==> config.mk <==
export PLATFORM = sky130hd
export DESIGN_NAME = equiv_stim_ctrl
export DESIGN_NICKNAME = d
export VERILOG_FILES = /design/src/rtl/equiv_stim_ctrl.sv
export SDC_FILE = /design/constraint.sdc
export NUM_CORES = 1
export LEC_CHECK = 0
export BUFFER_PORTS_ARGS = -buffer_cell sky130_fd_sc_hd__buf_2
export CAP_MARGIN = 20
export CORE_UTILIZATION = 27
export CTS_CLUSTER_DIAMETER = 50
export CTS_CLUSTER_SIZE = 25
export DETAILED_ROUTE_END_ITERATION = 16
export GPL_TIMING_DRIVEN = 0
export PLACE_DENSITY = 0.46
export SKIP_LAST_GASP = 1
export SYNTH_ARGS = -nofsm -noshare
export SYNTH_HDL_FRONTEND = slang
export SYNTH_SLANG_ARGS = --single-unit
==> constraint.sdc <==
create_clock -name clk -period 4.05 [get_ports clk]
set_input_delay 0.2025 -clock clk [delete_from_list [all_inputs] [get_ports clk]]
set_output_delay 0.2025 -clock clk [all_outputs]
set_load 0.02 [all_outputs]
==> src/rtl/equiv_stim_ctrl.sv <==
// equiv_stim_ctrl: deterministic LFSR stimulus sequencer and dual-output comparator for the
// equivalence harness. Define EQUIV_FAIL_CAPTURE_EN to add first-failure capture ports.
module equiv_stim_ctrl #(
    parameter int          NUM_VECTORS = 1024,
    parameter int          LATENCY     = 2,
    parameter logic [63:0] SEED        = 64'hACE1_2468_9BDF_1357
) (
    input  logic               clk,
    input  logic               rst,
    input  logic               start,
    output logic signed [15:0] wire0,
    output logic [19:0]        wire1,
    output logic [2:0]         wire2,
    output logic [13:0]        wire3,
    input  logic [90:0]        y_1,
    input  logic [90:0]        y_2,
    output logic               busy,
    output logic               done,
    output logic               pass,
    output logic [15:0]        mismatch_cnt,
    output logic [15:0]        fail_index
`ifdef EQUIV_FAIL_CAPTURE_EN
    ,
    output logic [90:0]        fail_y1,
    output logic [90:0]        fail_y2,
    output logic [52:0]        fail_vec
`endif
);

    localparam logic [63:0] LFSR_MASK  = 64'hD800_0000_0000_0000;
    localparam logic [15:0] NV16       = 16'(NUM_VECTORS);
    localparam int          LW         = (LATENCY > 1) ? $clog2(LATENCY) : 1;
    localparam logic [LW-1:0] DRAIN_LAST = LW'(LATENCY - 1);

    typedef enum logic [1:0] {
        S_IDLE  = 2'd0,
        S_RUN   = 2'd1,
        S_DRAIN = 2'd2,
        S_DONE  = 2'd3
    } state_t;

    state_t          r_state;
    state_t          w_next_state;
    logic [63:0]     r_lfsr;
    logic [52:0]     r_vec;
    logic [15:0]     r_issue_cnt;
    logic [LW-1:0]   r_drain_cnt;
    logic [LATENCY-1:0] r_vld;
    logic [15:0]     r_idx [LATENCY];
    logic            w_busy;
    logic            w_done;
    logic            w_load;
    logic            w_issue;
    logic            w_miss;

`ifdef EQUIV_FAIL_CAPTURE_EN
    logic [52:0]     r_pvec [LATENCY];
    logic [90:0]     r_fail_y1;
    logic [90:0]     r_fail_y2;
    logic [52:0]     r_fail_vec;
`endif

    // One step of the right-shifting Galois LFSR for x^64+x^63+x^61+x^60+1.
    function automatic logic [63:0] lfsr_step(input logic [63:0] s);
        logic [63:0] shifted;
        shifted = {1'b0, s[63:1]};
        if (s[0]) begin
            lfsr_step = shifted ^ LFSR_MASK;
        end else begin
            lfsr_step = shifted;
        end
    endfunction

    // State register
    always_ff @(posedge clk or posedge rst) begin
        if (rst) begin
            r_state <= S_IDLE;
        end else begin
            r_state <= w_next_state;
        end
    end

    // Next-state logic; RUN lingers one edge past the last issue so DRAIN spans LATENCY cycles
    always_comb begin
        w_next_state = r_state;
        case (r_state)
            S_IDLE, S_DONE: begin
                if (start) w_next_state = S_RUN;
                else       w_next_state = r_state;
            end
            S_RUN: begin
                if (r_issue_cnt == NV16) w_next_state = S_DRAIN;
                else                     w_next_state = S_RUN;
            end
            S_DRAIN: begin
                if (r_drain_cnt == DRAIN_LAST) w_next_state = S_DONE;
                else                           w_next_state = S_DRAIN;
            end
            default: w_next_state = S_IDLE;
        endcase
    end

    // Output and control decode from the registered state
    always_comb begin
        w_busy  = 1'b0;
        w_done  = 1'b0;
        w_load  = 1'b0;
        w_issue = 1'b0;
        case (r_state)
            S_IDLE:  w_load = start;
            S_RUN: begin
                w_busy  = 1'b1;
                w_issue = (r_issue_cnt != NV16);
            end
            S_DRAIN: w_busy = 1'b1;
            S_DONE: begin
                w_done = 1'b1;
                w_load = start;
            end
            default: w_busy = 1'b0;
        endcase
        busy = w_busy;
        done = w_done;
        pass = w_done && (mismatch_cnt == 16'd0);
    end

    // r_lfsr always holds the state of the next vector to issue
    always_ff @(posedge clk or posedge rst) begin
        if (rst) begin
            r_lfsr      <= 64'd0;
            r_vec       <= 53'd0;
            r_issue_cnt <= 16'd0;
        end else if (w_load) begin
            r_lfsr      <= lfsr_step(SEED);
            r_vec       <= SEED[52:0];
            r_issue_cnt <= 16'd1;
        end else if (w_issue) begin
            r_lfsr      <= lfsr_step(r_lfsr);
            r_vec       <= r_lfsr[52:0];
            r_issue_cnt <= r_issue_cnt + 16'd1;
        end
    end

    always_ff @(posedge clk or posedge rst) begin
        if (rst) begin
            r_drain_cnt <= '0;
        end else if (r_state == S_DRAIN) begin
            r_drain_cnt <= r_drain_cnt + LW'(1);
        end else begin
            r_drain_cnt <= '0;
        end
    end

    // Valid/index pipeline aligning each issued vector with its y_* sample
    always_ff @(posedge clk or posedge rst) begin
        if (rst) begin
            r_vld <= '0;
            for (int i = 0; i < LATENCY; i++) begin
                r_idx[i] <= 16'd0;
`ifdef EQUIV_FAIL_CAPTURE_EN
                r_pvec[i] <= 53'd0;
`endif
            end
        end else begin
            r_vld[0] <= w_load | w_issue;
            r_idx[0] <= w_load ? 16'd0 : r_issue_cnt;
`ifdef EQUIV_FAIL_CAPTURE_EN
            r_pvec[0] <= w_load ? SEED[52:0] : r_lfsr[52:0];
`endif
            for (int i = 1; i < LATENCY; i++) begin
                r_vld[i] <= r_vld[i-1];
                r_idx[i] <= r_idx[i-1];
`ifdef EQUIV_FAIL_CAPTURE_EN
                r_pvec[i] <= r_pvec[i-1];
`endif
            end
        end
    end

    assign w_miss = r_vld[LATENCY-1] && (y_1 != y_2);

    always_ff @(posedge clk or posedge rst) begin
        if (rst) begin
            mismatch_cnt <= 16'd0;
            fail_index   <= 16'hFFFF;
`ifdef EQUIV_FAIL_CAPTURE_EN
            r_fail_y1    <= 91'd0;
            r_fail_y2    <= 91'd0;
            r_fail_vec   <= 53'd0;
`endif
        end else if (w_load) begin
            mismatch_cnt <= 16'd0;
            fail_index   <= 16'hFFFF;
`ifdef EQUIV_FAIL_CAPTURE_EN
            r_fail_y1    <= 91'd0;
            r_fail_y2    <= 91'd0;
            r_fail_vec   <= 53'd0;
`endif
        end else if (w_miss) begin
            if (mismatch_cnt != 16'hFFFF) begin
                mismatch_cnt <= mismatch_cnt + 16'd1;
            end
            if (fail_index == 16'hFFFF) begin
                fail_index <= r_idx[LATENCY-1];
`ifdef EQUIV_FAIL_CAPTURE_EN
                r_fail_y1  <= y_1;
                r_fail_y2  <= y_2;
                r_fail_vec <= r_pvec[LATENCY-1];
`endif
            end
        end
    end

    assign wire0 = $signed(r_vec[15:0]);
    assign wire1 = r_vec[35:16];
    assign wire2 = r_vec[38:36];
    assign wire3 = r_vec[52:39];

`ifdef EQUIV_FAIL_CAPTURE_EN
    assign fail_y1  = r_fail_y1;
    assign fail_y2  = r_fail_y2;
    assign fail_vec = r_fail_vec;
`endif

endmodule

==> results of run 1 <==
## cell type report
class	instances	area, sq um
fill	2839	17140
sequential	149	3749
multi-input combinational	522	3211
timing repair buffer	278	1461
buffer	90	574.3
tap	372	465.4
clock buffer	17	425.4
clock inverter	15	185.2
inverter	10	41.29
## routing by layer
| metal | GRT usage | vias up | share of wire |
|---|---|---|---|
| li1 | - | 3171 | - |
| met1 | 0.2178 | 3103 | 0.46 |
| met2 | 0.2637 | 153 | 0.48 |
| met3 | 0.03545 | 21 | 0.047 |
| met4 | 0.04544 | 0 | 0.013 |
| met5 | 0 | - | 0 |
## cells by family after synthesis
group | synth area share
AND/OR/NAND/NOR | 0.2105
flip-flops | 0.4951
XOR/XNOR | 0.1226
buffers and inverters | 0.08081
AO/OA/AOI/OAI | 0.06743
multiplexers | 0.01190
adder cells (fa/ha/maj) | 0.01157
## through the flow
step / total power [uW] / instances / hold WS [ns] / worst slack (ns) / instance area [sq um]
2_1_floorplan: 4202 / 771 / 0.3007 / 1.986 / 7575
3_3_place_gp: 5043 / 1415 / 0.3326 / 0.8634 / 9402
3_5_place_dp: 5084 / 1419 / 0.2642 / 1.311 / 9482
4_1_cts: 6742 / 1453 / 0.3473 / 1.299 / 10110
5_1_grt: 7124 / 1453 / 0.3575 / 1.101 / 10110
6_report: 6637 / 1453 / 0.3460 / 1.428 / 10110
## Yosys cell counts (all sizes together) (2+ instances only)
master  count
nand2     156
dfrtp     133
xnor2      85
buf        66
nand3      42
a21oi      39
nand4      35
nor2       27
clkbuf     24
xor2       21
and2       17
dfstp      16
o32a       16
and3       11
nor4       11
inv        10
mux2i       9
ha          7
nand2b      7
nor3        5
o21ai       5
a211oi      4
or3         4
a31o        3
and4        3
nor4b       3
a31oi       2
o31ai       2
or4         2
## worst register-to-register path: cells and delay by family (launching register included)
kind	cells	cell delay (ns)
adders and majority gates	1	0.34
AOI/OAI and AO/OA	1	0.08
DFF	1	0.40
and+or+nand+nor	1	0.14
buffers and inverters	4	1.52
## cell usage in the layout, fill, tap and decap left out, drive strengths merged, types with 16 or more instances in the layout
cell	count
a21oi	39
nand3	42
nand4	35
xor2	21
o32a	16
dfstp	16
buf	342
xnor2	85
nand2	156
nor2	27
clkbuf	41
dfrtp	133
inv	18
and2	17
## flip-flops by register name (all words and copies together) (netlist names)
register	count
r_lfsr	63
r_idx	32
fail_index	16
mismatch_cnt	16
r_issue_cnt	16
r_state	2
r_vld	2
r_drain_cnt	1
r_vec	1
## worst max-delay path by stage
stage,from,end,slack [ns],cells after the start
2_1_floorplan,rst,mismatch_cnt[0],1.99,1
3_3_place_gp,rst,mismatch_cnt[2],0.86,2
3_5_place_dp,r_state[0],r_lfsr[56],1.31,7
4_1_cts,r_state[0],r_lfsr[55],1.30,7
5_1_grt,r_state[0],r_lfsr[51],1.10,7
6_report,r_state[0],r_lfsr[55],1.43,7
## power groups by stage
stage	Sequential, uW	Clock [uW]	Combinational, uW
after floorplan	2530	0	1670
after global placement	2550	0	2490
after detailed placement	2550	0	2530
after CTS	2530	1670	2540
after global routing	2620	1740	2770
final	2520	1630	2480
## what timing repair did
item / CTS / global route
hold buffers: 2 / 0
endpoints found under the hold margin: 19 / 0
buffers inserted: 0 / 0
gates resized for setup: 0 / 0
==> flow_metrics.tcl, run 1 <==
set metrics [dict create \
    ys_top_cells_by_area "dfrtp_1, xnor2_1, nand2_1" \
    setup_viol 0 \
    num_io_pins 273 \
    cts_tree "built" \
    fmax_mhz 381.4 \
    synth-seq-area-share 0.4951 \
    syn_to_final_growth_pct 33.56 \
    clk_pin_slew_ns 0.07 \
    cap_violations 0 \
    intPower_uw 4135 \
    die-area_sq_um 28720 \
    grt_max_degree 38 \
    rsz0062_at_grt "false" \
    switching_share 0.3769 \
    drc 0 \
    p_seq_frac 0.380 \
    yosys.area.top_type "dfrtp_1" \
    ys_types 48 \
    syn_avg_cell_area_sq_um 9.820 \
    rr_endpoint "r_lfsr[55]" \
    root_buffer "clkbuf_16" \
    critPathMaxFanout 10 \
    outcome "complete, no violations" \
    arrival_ns 2.91 \
    cpMaxStageDelayCell "clkbuf_1" \
    grt_pass1_vias 6477 \
    place_hpwl_um 17410 \
    r2r_cells 7 \
    overflow 0 \
    path_cells "inv_1 > ha_1 > and2_1 > clkbuf_1 > clkbuf_1 > clkbuf_1 > a21oi_1" \
    ys.flop_type "dfrtp_1" \
    die_h_um 169.5 \
    hold-path-endpoint "r_idx[8]" \
    p_leak_uw 0.004920 \
    ys_ff_latch 149 \
    synthesis.area_sq_um 7571 \
    required_ns 4.34 \
    antenna_left 0 \
    rr_startpoint "r_state[0]" \
    hold_path_depth 0 \
    hp-start "r_idx[24]" \
    crit_buf_inv 4 \
    grt_use_total 0.1627 \
    drv_slew 0 \
    cts_buffers 17 \
    path_delay_family "buffers and inverters" \
    cts.sinks 149 \
    initial_utilization 0.2778 \
    crit_type "register to register" \
    antenna_found_initial 0 \
    synth_cells 771 \
    combPwrFrac 0.374 \
    vias 6448 \
    yosysTopAreaCellShare 0.4396 \
    htreeDepth 4 \
    clkLatencyLatePin_ns 0.43 \
    fin_tns_setup_ns 0 \
    wirelength_um 22210 \
    place.gp.congestion 0.8477 \
    core_area_sq_um 27250 \
    antennaDiodeCount 0 \
    start_kind "register" \
    wire_per_inst_um 15.29 \
    p_per_area_nw_per_um2 656.3 \
    clockPowerShare 0.246 \
    viasPerCell 4.438 \
    peakVddDrop_v 0.0003402 \
    timing.critical_path.mode_cell "clkbuf_1" \
    min_path_type "register to register" \
    finish.utilization 0.3711 \
    initialDrtViolationCount 362 \
    async_flop_share 1.000 \
    die_x_um 169.5 \
    hold_viol_final 0 \
    io_buffers 272 \
    drive_above_1_share 0.3756 \
    rows 60 \
    max_stage_delay_ns 0.51 \
    synth_edf_count 0 \
    worstSetupEndpointType "register" \
    fin_crit_sh 0.6474 \
    grt_pass1_wl_um 36090 \
    power_switching_uw 2502 \
    skew_ns 0.01043 \
    layout_min_cycle_time_ns 2.622 \
    r2r_slack_ns 1.43 \
    cts_max_path_buffers 2 \
    tightest_slew_ns 0.6888 \
    synth_nets 963 \
    nNetsFinal 1260 \
    slew-limit-headroom 0.5373 \
    first_pass_iters 4 \
    yosysWarningCount 0 \
]
Note: power is estimated with default switching activity, not from simulation.
==> run 2, diff against run 1 <==
--- a/config.mk
+++ b/config.mk
@@ -5,6 +5,7 @@
 export SDC_FILE = /design/constraint.sdc
 export NUM_CORES = 1
 export LEC_CHECK = 0
+export ABC_AREA = 1
 export BUFFER_PORTS_ARGS = -buffer_cell sky130_fd_sc_hd__buf_2
 export CAP_MARGIN = 20
 export CORE_UTILIZATION = 27
==> constraint.sdc (replaced) <==
create_clock -name clk -period 2.35 [get_ports clk]
set_input_delay 0.1175 -clock clk [delete_from_list [all_inputs] [get_ports clk]]
set_output_delay 0.1175 -clock clk [all_outputs]
set_load 0.02 [all_outputs]
==> run 2 against run 1 <==
  * Register-to-register slack lost 1.3 ns
  * Worst setup slack got worse by 1.3 ns
  * Clock-buffer cell count is the same
  * Synthesized cell count is 49% higher
  * Routed wire length rose by 10%
  * Sequential cell count unchanged
  * Largest power group is now the clock network
  * Final area rose by 9.7%
  * Critical path depth is the same
  * Highest routed layer unchanged
  * First-iteration DRC count decreased by 3.6%
  * Die area grew 11%
==> flow_metrics.tcl, run 2 <==
set metrics [dict create \
    outcome "complete, no violations" \
    nNetsFinal 1644 \
    synthesis.area_sq_um 8438 \
    largest_register_ffs 63 \
    place_hpwl_um 19330 \
    grt_pass1_vias 7354 \
    drc 0 \
    initialDrtViolationCount 349 \
    clk_pin_slew_ns 0.06 \
    htreeDepth 4 \
    wire_per_inst_um 13.14 \
    grt_pass1_wl_um 37910 \
    drive_above_1_share 0.3010 \
    stdcell_area_sq_um 11090 \
    worstSetupEndpointType "register" \
    yosys.area.top_type "dfrtp_1" \
    regMostFlops "r_lfsr" \
    synth-seq-area-share 0.4442 \
    ys_types 36 \
    cts_max_path_buffers 2 \
    peakVddDrop_v 0.0004725 \
    required_ns 2.62 \
    clkLatencyLatePin_ns 0.43 \
    crit_type "register to register" \
    syn_avg_cell_area_sq_um 7.350 \
    viasPerCell 4.160 \
    first_pass_iters 4 \
    cap_violations 0 \
    rows 64 \
    hold_viol_final 0 \
    tightest_slew_ns 0.5905 \
    die_h_um 178.8 \
    fin_total_pwr_uw 5854 \
    slew-limit-headroom 0.6063 \
    antenna_left 0 \
    synthMostInstantiatedCell "nand2_1" \
    synth_edf_count 0 \
    syn_to_final_growth_pct 31.48 \
    wirelength_um 24470 \
    drv_slew 0 \
    cts.sinks 149 \
    grt_use_total 0.1532 \
    fill_cells 3285 \
    fin_crit_sh 0.9297 \
    cts_tree "built" \
    setup_viol 0 \
    antenna_found_initial 4 \
    overflow 0 \
    finish.utilization 0.3617 \
    ys.flop_type "dfrtp_1" \
    vias 7746 \
    die_x_um 178.8 \
    cts_buffers 17 \
    grt_max_degree 42 \
    root_buffer "clkbuf_16" \
    p_leak_uw 0.006279 \
    synth_nets 1340 \
    yosysTopAreaCellShare 0.3944 \
    ys_top_cells_by_area "dfrtp_1, nand2_1, inv_1" \
    multiInputGateArea_sq_um 3358 \
    arrival_ns 2.46 \
    async_flop_share 1.000 \
    reg_top3 "r_lfsr (63), r_idx (32)" \
    seqCellArea_sq_um 3750 \
    layout_min_cycle_time_ns 2.185 \
    min_path_type "primary input to register" \
    io_buffers 272 \
    skew_ns 0.01504 \
    fmax_mhz 457.7 \
    core_area_sq_um 30670 \
    place_ws_ns -0.02529 \
    die-area_sq_um 31960 \
    start_kind "register" \
    yosys-top-cells-count "nand2_1, inv_1, nor2_1, dfrtp_1, buf_4" \
    critPathMaxFanout 10 \
    p_per_area_nw_per_um2 527.7 \
    place.gp.congestion 0.8275 \
    initial_utilization 0.2751 \
    num_io_pins 273 \
    mostFrequentLayoutCell "nand2_1" \
    final_cell_mix "nand2_1, buf_2, inv_1, nor2_1, dfrtp_1" \
    detailed_place.area_sq_um 10380 \
    fin_tns_setup_ns 0 \
    fin_ws_ns 0.1651 \
    yosysWarningCount 0 \
    ys_ff_latch 149 \
    synth_cells 1148 \
]
## run 2: cell families after synthesis
family / synth area share
AOI/OAI and AO/OA: 0.07473
adders and majority gates: 0.01038
buffers and inverters: 0.1595
xor gates and xnor gates: 0.03010
DFF: 0.4442
and+or+nand+nor: 0.2810
## run 2: worst paths after layout
check | from | end | slack, ns | depth (start not counted)
hold reg to reg | r_idx[18] | r_idx[2] | 0.35 | 0
setup / recovery | r_state[0] | r_lfsr[59] | 0.17 | 7
setup reg to reg | r_state[0] | r_lfsr[59] | 0.17 | 7
max in group asynchronous | rst | fail_index[3] | 1.40 | 5
min in group asynchronous | rst | mismatch_cnt[8] | 0.16 | 3
hold / removal | start | r_state[0] | 0.09 | 3
## run 2: metrics by stage
step                cells  hold slack [ns]
finish               1862          0.09287
floorplan            1148           0.3312
CTS                  1853          0.08146
global route         1862           0.1028
detailed placement   1820          0.05651
global placement     1816           0.3348
## run 2: report_power, final
group	switching, uW	leakage, uW	internal (uW)
clock network	1210	0.000293	1610
logic	248	0.00426	217
registers	0	0.00173	2570
total	1460	0.00628	4400
## run 2: area by class of cell
cell class	count	share of cell area
diodes	1	0.0002256
plain buffers	79	0.04849
clock buffers	17	0.03834
clock inverters	15	0.01658
inverters	220	0.07477
multi-input cells	700	0.3027
flip-flops and latches	149	0.3380
well taps	396	0.04466
repair buffers	285	0.1362
## run 2: critical path: stages (launching register included)
cell and delay [ns]:
dfrtp_1 0.38, inv_1 0.07, ha_1 0.33, nand2_1 0.25
inv_2 0.17, nor2_4 0.25, clkbuf_1 0.41, a22oi_1 0.18
## run 2: timing repair
item,in CTS,in global routing
endpoints found under the hold margin,34,0
gates resized for setup,3,22
buffers inserted,0,8
pin swaps,0,4
setup endpoints to repair,41,71
hold buffers,1,0
## run 2: layer usage
layer | vias to the layer above | wire (um) | share of wire | track usage
met4 | 0 | 255 | 0.010 | 0.03213
met5 | - | 0 | 0 | 0
met3 | 21 | 1720 | 0.070 | 0.04156
met1 | 3419 | 10580 | 0.43 | 0.1823
met2 | 213 | 11910 | 0.49 | 0.2730
li1 | 4093 | - | - | -
